--- src/rtl/mux_scan_pkg.sv ---
// Shared types and helpers for the 4:1 mux scan controller.
// Channel order and the "next enabled channel" search live here so the FSM stays small.
package mux_scan_pkg;

    typedef enum logic [1:0] {
        IDLE = 2'd0,
        SCAN = 2'd1,
        DONE = 2'd2
    } state_e;

    localparam logic [1:0] CH_A = 2'd0;
    localparam logic [1:0] CH_B = 2'd1;
    localparam logic [1:0] CH_C = 2'd2;
    localparam logic [1:0] CH_D = 2'd3;

    typedef struct packed {
        logic       found;
        logic [1:0] idx;
    } ch_sel_t;

    // Next enabled channel strictly above idx; the scan never wraps back to channel 0.
    function automatic ch_sel_t next_en(input logic [1:0] idx, input logic [3:0] mask);
        ch_sel_t r;
        r.found = 1'b0;
        r.idx   = idx;
        for (int i = 3; i >= 0; i--) begin
            if ((i > int'(idx)) && mask[i]) begin
                r.found = 1'b1;
                r.idx   = 2'(i);
            end
        end
        return r;
    endfunction

    function automatic ch_sel_t first_en(input logic [3:0] mask);
        ch_sel_t r;
        r.found = 1'b0;
        r.idx   = CH_A;
        for (int i = 3; i >= 0; i--) begin
            if (mask[i]) begin
                r.found = 1'b1;
                r.idx   = 2'(i);
            end
        end
        return r;
    endfunction

endpackage

--- src/rtl/mux4_dwell_cnt.sv ---
// Dwell counter: counts cycles a channel has been selected and flags the sampling cycle.
// Clear has priority over enable; term_o is high while the count equals DWELL-1.
module mux4_dwell_cnt #(
    parameter int DWELL = 4,
    parameter int CNT_W = 8
) (
    input  logic clk,
    input  logic rst_n,
    input  logic clr_i,
    input  logic en_i,
    output logic term_o
);

    localparam logic [CNT_W-1:0] TERM_VAL = CNT_W'(DWELL - 1);

    logic [CNT_W-1:0] cnt_q;
    logic [CNT_W-1:0] cnt_d;

    always_comb begin
        // NOTE: default-assign every always_comb output first so no path leaves it unassigned (no latch).
        cnt_d = cnt_q;
        if (clr_i) begin
            cnt_d = '0;
        end else if (en_i) begin
            cnt_d = cnt_q + CNT_W'(1);
        end
    end

    // NOTE: sequential state uses non-blocking assignments so all flops update from pre-edge values.
    always_ff @(posedge clk or negedge rst_n) begin
        if (!rst_n) begin
            cnt_q <= '0;
        end else begin
            cnt_q <= cnt_d;
        end
    end

    assign term_o = (cnt_q == TERM_VAL);

endmodule

--- src/rtl/mux4_scan_ctrl.sv ---
// Scans the enabled channels of a 4:1 mux in ascending order, dwelling DWELL cycles on each,
// and presents the sampled bits as one 4-bit frame on a valid/ready handshake.
module mux4_scan_ctrl
    import mux_scan_pkg::*;
#(
    parameter int DWELL = 4,
    parameter int CNT_W = 8
) (
    input  logic       clk,
    input  logic       rst_n,
    input  logic       start,
    input  logic       cont,
    input  logic [3:0] ch_en,
    input  logic       mux_y,
    output logic       s,
    output logic       s0,
    output logic [3:0] frame,
    output logic       frame_valid,
    input  logic       frame_ready,
    output logic       busy
);

    state_e     state_q, state_d;
    logic [1:0] sel_q,   sel_d;
    logic [3:0] frame_q, frame_d;
    logic [3:0] mask_q,  mask_d;

    logic    dwell_done;
    logic    launch;
    ch_sel_t first_ch;
    ch_sel_t next_ch;

    mux4_dwell_cnt #(
        .DWELL (DWELL),
        .CNT_W (CNT_W)
    ) u_dwell_cnt (
        .clk    (clk),
        .rst_n  (rst_n),
        .clr_i  ((state_q != SCAN) || dwell_done),
        .en_i   (state_q == SCAN),
        .term_o (dwell_done)
    );

    // A scan starts from IDLE on start, or back-to-back from DONE on a handshake in continuous mode.
    assign launch   = ((state_q == IDLE) && start) ||
                      ((state_q == DONE) && frame_ready && cont);
    assign first_ch = first_en(ch_en);
    assign next_ch  = next_en(sel_q, mask_q);

    always_comb begin
        state_d = state_q;
        sel_d   = sel_q;
        frame_d = frame_q;
        mask_d  = mask_q;
        if (launch) begin
            mask_d  = ch_en;
            frame_d = '0;
            if (first_ch.found) begin
                state_d = SCAN;
                sel_d   = first_ch.idx;
            end else begin
                state_d = DONE;
            end
        end else begin
            case (state_q)
                SCAN: begin
                    if (dwell_done) begin
                        frame_d[sel_q] = mux_y;
                        if (next_ch.found) begin
                            sel_d = next_ch.idx;
                        end else begin
                            state_d = DONE;
                        end
                    end
                end
                DONE: begin
                    if (frame_ready) begin
                        state_d = IDLE;
                    end
                end
                default: begin
                end
            endcase
        end
    end

    always_ff @(posedge clk or negedge rst_n) begin
        // NOTE: mask and frame are ordinary flops, so they take the async reset like the rest; only RAM arrays stay unreset.
        if (!rst_n) begin
            state_q <= IDLE;
            sel_q   <= CH_A;
            frame_q <= '0;
            mask_q  <= '0;
        end else begin
            state_q <= state_d;
            sel_q   <= sel_d;
            frame_q <= frame_d;
            mask_q  <= mask_d;
        end
    end

    assign s           = sel_q[1];
    assign s0          = sel_q[0];
    assign frame       = frame_q;
    assign frame_valid = (state_q == DONE);
    assign busy        = (state_q != IDLE);

endmodule

--- config.mk ---
export PLATFORM = sky130hd
export DESIGN_NAME = mux4_scan_ctrl
export DESIGN_NICKNAME = d
export VERILOG_FILES = /design/src/rtl/mux_scan_pkg.sv /design/src/rtl/mux4_dwell_cnt.sv /design/src/rtl/mux4_scan_ctrl.sv
export SDC_FILE = /design/constraint.sdc
export NUM_CORES = 1
export LEC_CHECK = 0
export ABC_AREA = 1
export BUFFER_PORTS_ARGS = -buffer_cell sky130_fd_sc_hd__buf_2
export CELL_PAD_IN_SITES_DETAIL_PLACEMENT = 0
export CELL_PAD_IN_SITES_GLOBAL_PLACEMENT = 1
export CORE_ASPECT_RATIO = 0.5
export CORE_UTILIZATION = 40
export CTS_CLUSTER_DIAMETER = 30
export DETAILED_ROUTE_END_ITERATION = 7
export PLACE_DENSITY = 0.83
export SLEW_MARGIN = 10
export SYNTH_ARGS = -nofsm -noshare
export SYNTH_HDL_FRONTEND = slang
export SYNTH_SLANG_ARGS = --single-unit
--- constraint.sdc ---
create_clock -name clk -period 1.6 [get_ports clk]
set_clock_uncertainty 0.15 [all_clocks]
set_input_delay 0.16 -clock clk [delete_from_list [all_inputs] [get_ports clk]]
set_output_delay 0.16 -clock clk [all_outputs]
set_load 0.005 [all_outputs]
======== Word-level counts from Yosys, hierarchy flattened ========
Cells that the tools add are included.
storage, ports and cells
  register bits after elaboration ......... 20
  input port bits ......................... 10
  output and inout port bits .............. 8
  logic and storage cells ................. 65
operators by class
  add/subtract/negate cells ............... 1
  $lt $le $gt $ge ......................... 5
  equal/unequal tests ..................... 8
  muxes and demuxes ....................... 26
  reduce and logical (&&, ||, !) cells .... 20
operators by type and width
  kind                                                                            number
  3-bit 2-to-1 mux                                                                7
  2-bit 2-to-1 mux                                                                10
  8-bit 2-to-1 mux                                                                2
  4-bit 2-to-1 mux                                                                3
  2-bit nonzero test                                                              5
  8-bit by 1-bit adder with 8-bit output, second input constant                   1
  8-bit by 2-bit == test with 1-bit output, second input constant                 1
  1-bit logical AND                                                               7
  3-bit != test, second input constant                                            2
  5-bit AND reduction                                                             1
  4-bit bitwise mux                                                               1
  2-bit greater-than comparator, first input constant                             2
  2-bit by 1-bit != test with 1-bit output, second input constant                 2
  2-bit case mux with 2 select lines                                              1
  4-bit AND reduction                                                             1
  4-bit nonzero test                                                              1
  2-bit by 3-bit < comparator with 1-bit output, second input constant            1
  3-bit by 1-bit != test with 1-bit output, second input constant                 1
  3-bit nonzero test                                                              1
  1-bit demux with 2-bit select                                                   1
  2-bit by 1-bit == test with 1-bit output, second input constant                 1
  2-bit == test, second input constant                                            1
  2-bit by 1-bit >= comparator with 1-bit output, second input constant           1
  1-bit by 2-bit greater-than comparator with 1-bit output, first input constant  1
  other kinds (4)                                                                 5

======== Depth between registers and ports, before layout ========
  depth in word-level cells ............... 9
  mapped depth ............................ 9

======== By module ========
Synthesis repeated with hierarchy kept, for this count alone.
unflattened totals
  cells, all modules ...................... 155
  area, all modules ....................... 1114.8 um^2
modules (own cells, without submodules)
  module          instances  cells an instance  area each (um^2)  seq. area each (um^2)
  mux4_scan_ctrl  1          95                 651.9             275.3
  mux4_dwell_cnt  1          60                 462.9             200.2

======== Worst setup path before layout ========
No wires, ideal clock.
  path type ............................... register to register
  start ................................... reg u_dwell_cnt.cnt_q[0]
  end ..................................... reg state_q[0]
  arrival time ............................ 1.185 ns
  slack ................................... 0.139 ns
  stages on the path, launching flop included .. 9
  buffers on the path ..................... 0
  cells stage by stage .................... dfrtp_1 > ha_1 > inv_1 > nor2_1 > nand4_2 > nand2_2 > nand3_1 > nand2_1 > nand2_1
between the ends
  longest elaborated chain between the ends .. 3
ends and longest elaborated chain
  item                                      line                  text
  start: declaration                        mux4_dwell_cnt.sv:16  logic [CNT_W-1:0] cnt_q;
  start signal: assignment                  mux4_dwell_cnt.sv:34  cnt_q <= cnt_d;
  8-bit by 2-bit == test with 1-bit output  mux4_dwell_cnt.sv:38  assign term_o = (cnt_q == TERM_VAL);
  3-bit != test (no line)                   --
  4-bit AND reduction (no line)             --
  end signal: assignment                    mux4_scan_ctrl.sv:95  state_q <= state_d;
  end: declaration                          mux4_scan_ctrl.sv:23  state_e state_q, state_d;
Every way passes these cells.
A chain may end at the register's enable or synchronous reset.

======== Final worst setup path ========
  start ................................... reg state_q[0]
  end ..................................... reg sel_q[1]
between the ends
  longest elaborated chain between the ends .. 6
  elaborated cells between the ends (all ways) .. 14
ends and longest elaborated chain
  item                                                                              line                  text
  2-bit == test                                                                     mux4_scan_ctrl.sv:46  ((state_q == DONE) && frame_ready && cont);
  1-bit logical AND (2 in series)                                                   mux4_scan_ctrl.sv:46
  1-bit logical OR                                                                  mux4_scan_ctrl.sv:45  assign launch = ((state_q == IDLE) && start) ||
  2-bit by 1-bit != test with 1-bit output (no line), or another cell as far along  --
  5-bit AND reduction (no line)                                                     --
  end signal: assignment                                                            mux4_scan_ctrl.sv:96  sel_q <= sel_d;
  end: declaration                                                                  mux4_scan_ctrl.sv:24  logic [1:0] sel_q, sel_d;
Parallel ways exist; a longest one is shown, timed or not.

==> reports/metrics.yaml <==
cts:
  cts.sinks: 19
  cts_tree: "built"
  clock_latency_ns: 0.26
  path_clk_slew_ns: 0.07
  htree_num_levels: 1
  cts-buffers-inserted: 3
  root_buffer: "clkbuf_8"
  cts.path.max_buffers: 2
detailed_routing:
  drtIter0Drc: 43
  drtPass1Iterations: 4
  drt-total-wl_um: 2170
  antenna_left: 0
  vias: 1006
  avgViaCountPerCell: 4.72
  drc: 0
  routedWlPerCell_um: 10.2
die:
  rows: 13
  core_um2: 2640
  io_pins: 18
  die_w_um: 77.2
  start_util_pct: 43.0
  die_area_um2: 3060
  fp.dieH_um: 39.6
grt:
  antenna_found_initial: 0
  grt_max_degree: 20
  grt_overflow: 0
  grt_pass1_vias: 798
  track_usage_pct: 15.9
  grt_pass1_wl_um: 3600
logic_synthesis:
  synth_top_family_by_area: "simple AND/OR/NAND/NOR gates"
  synth_top_area_cell: "dfrtp_1"
  yosys_warnings: 0
  postSynthAreaPerCell_um2: 7.50
  synthAdderAreaFrac_pct: 1.10
  synth_top_area_share_pct: 42.0
  yosysSeqAreaShare_pct: 42.0
  synth-xor-area-share_pct: 0
  synth_mux_area_share_pct: 0
  synth-simple-area-share_pct: 43.2
  netlist_top_cells_area: "dfrtp_1 42%, nand2_1 15%, nand3_1 8.0%"
  synth_cell_type_count: 23
  synth_nets: 162
  synthCells: 151
  syn_area_um2: 1130
  ys_seq_elements: 19
  synth_compound_area_share_pct: 5.52
setup_path:
  r2r-end: "sel_q[1]$_DFFE_PN0P_"
  reg2reg_depth: 9
  required_ns: 1.61
  worst-endpoint-arrival_ns: 1.52
  cp-end-kind: "flop"
  r2r_slack_ns: 0.08
  crit_type: "flop to flop"
  rr_startpoint: "state_q[0]$_DFFE_PN0P_"
  worstSetupStartpointType: "flop"
  crit_path_max_fanout: 14
sta:
  setup_violations: 0
  worst_pin_slew_ns: 0.432
  finalSetupTns_ns: 0
  slew_viol_final: 0
  rsz0062_at_grt: "false"
  post-route-min-period_ns: 1.52
  slew_headroom_pct: 71.2
  worst_hold_slack_ns: 0.0226
  hold_viol: 0
  max_freq_mhz: 660
  fin_crit_sh_pct: 94.7
min_path:
  hp-class: "primary input to flop"
  min_to: "mask_q[3]$_DFFE_PN0N_"
  whs_path_depth: 3
  hp-start: "ch_en[3]"
finish:
  final_common_cell: "nand2_1"
  final_nets: 188
  antenna_cells: 0
  syn_to_final_growth_pct: 21.0
  mostFrequentLayoutCells: "46 x nand2_1, 19 x dfrtp_1, 18 x nand3_1, 17 x buf_2, 16 x nor2_1"
  layout-drive-gt1-share_pct: 23.3
pwr:
  power_mw: 2.16
  power_leakage_nw: 0.702
  peakVddDrop_mv: 0.754
  cellPowerDensity_nw_per_um2: 1580
placement:
  dp.final_hpwl_um: 1680
  io_buffers: 17
  gp_congestion: 0.748
run_status:
  status: "complete, no violations"
job:
  cap_viol_max_count: 0
[final cells by class]
cell class / instances / area (µm²)
fill: 259 / 1260
sequential: 19 / 475
tap: 37 / 46.3
timing repair buffer: 22 / 130
clock buffer: 3 / 41.3
inverter: 18 / 72.6
multi-input combinational: 113 / 599
clock inverter: 1 / 5.00
[cell families after synthesis]
family | after synthesis
flip-flops | 19
buffers and inverters | 19
AND/OR/NAND/NOR | 102
AO/OA/AOI/OAI | 10
adder cells (fa/ha/maj) | 1
[where the power goes]
| part | internal (mW) | switching (mW) |
|---|---|---|
| sequential | 0.633 | 0.124 |
| combinational | 0.407 | 0.655 |
| clock | 0.174 | 0.170 |
| total | 1.21 | 0.949 |
[worst max path at each step]
stage,start,end,slack (ns),depth (start not counted)
2_1_floorplan,u_dwell_cnt.cnt_q[0]$_DFFE_PN0P_,state_q[0]$_DFFE_PN0P_,0.14,8
3_3_place_gp,u_dwell_cnt.cnt_q[0]$_DFFE_PN0P_,sel_q[1]$_DFFE_PN0P_,0.1,9
6_report,state_q[0]$_DFFE_PN0P_,sel_q[1]$_DFFE_PN0P_,0.08,9
4_1_cts,u_dwell_cnt.cnt_q[0]$_DFFE_PN0P_,u_dwell_cnt.cnt_q[4]$_DFFE_PN0P_,0.01,7
3_5_place_dp,u_dwell_cnt.cnt_q[0]$_DFFE_PN0P_,u_dwell_cnt.cnt_q[4]$_DFFE_PN0P_,0.03,7
5_1_grt,u_dwell_cnt.cnt_q[0]$_DFFE_PN0P_,u_dwell_cnt.cnt_q[4]$_DFFE_PN0P_,0.005,7
[Yosys cell counts]
library cell	number
nand3_1	18
or2_1	2
inv_1	15
o21bai_1	2
nand2_1	46
a21oi_1	2
nand4_2	2
inv_2	2
nand3_2	1
inv_6	1
o21ai_0	3
nand2_4	3
buf_12	1
nor3b_1	3
nand2_2	4
nor2_1	17
nor3_1	4
dfrtp_1	19
nand3b_1	1
ha_1	1
nand4_1	1
o21ai_2	2
o21ai_1	1
[flip-flops by register name, summed over array words and instances, names as in the netlist]
signal,cells
u_dwell_cnt.cnt_q,8
state_q,2
frame,4
sel_q,2
mask_q,3
[worst max-delay path, stage by stage (launching register included)]
cell,delay (ns)
dfrtp_1,0.41
inv_2,0.07
nand3_2,0.10
nand2_4,0.10
inv_6,0.15
nand2_4,0.09
nand2_1,0.12
nand2_1,0.08
nand2_1,0.07
nand2_1,0.05
[timing repair]
action	CTS	global route
endpoints found under the setup margin	0	14
buffers inserted	0	0
resized for setup	0	6
hold endpoints to repair	21	0
hold buffers	3	0
[stage by stage]
stage               worst slack [ns]  instance area, µm²  utilization [%]  std cells
floorplan                      0.139                1130                -        151
global placement              0.0977                1260             47.8        206
detailed placement            0.0280                1260             47.8        206
CTS                           0.0118                1340             50.7        213
global route                 0.00516                1370             52.0        213
finish                        0.0843                1370             52.0        213
[layer usage]
layer  vias up  GRT usage (%)  wire length (µm)
met5         -              0                 0
met4         0           2.83                12
met3         2           4.88                76
met2        17           25.0               960
met1       451           21.6              1120
li1        536              -                 -
Note: power is estimated with default switching activity, not from simulation.
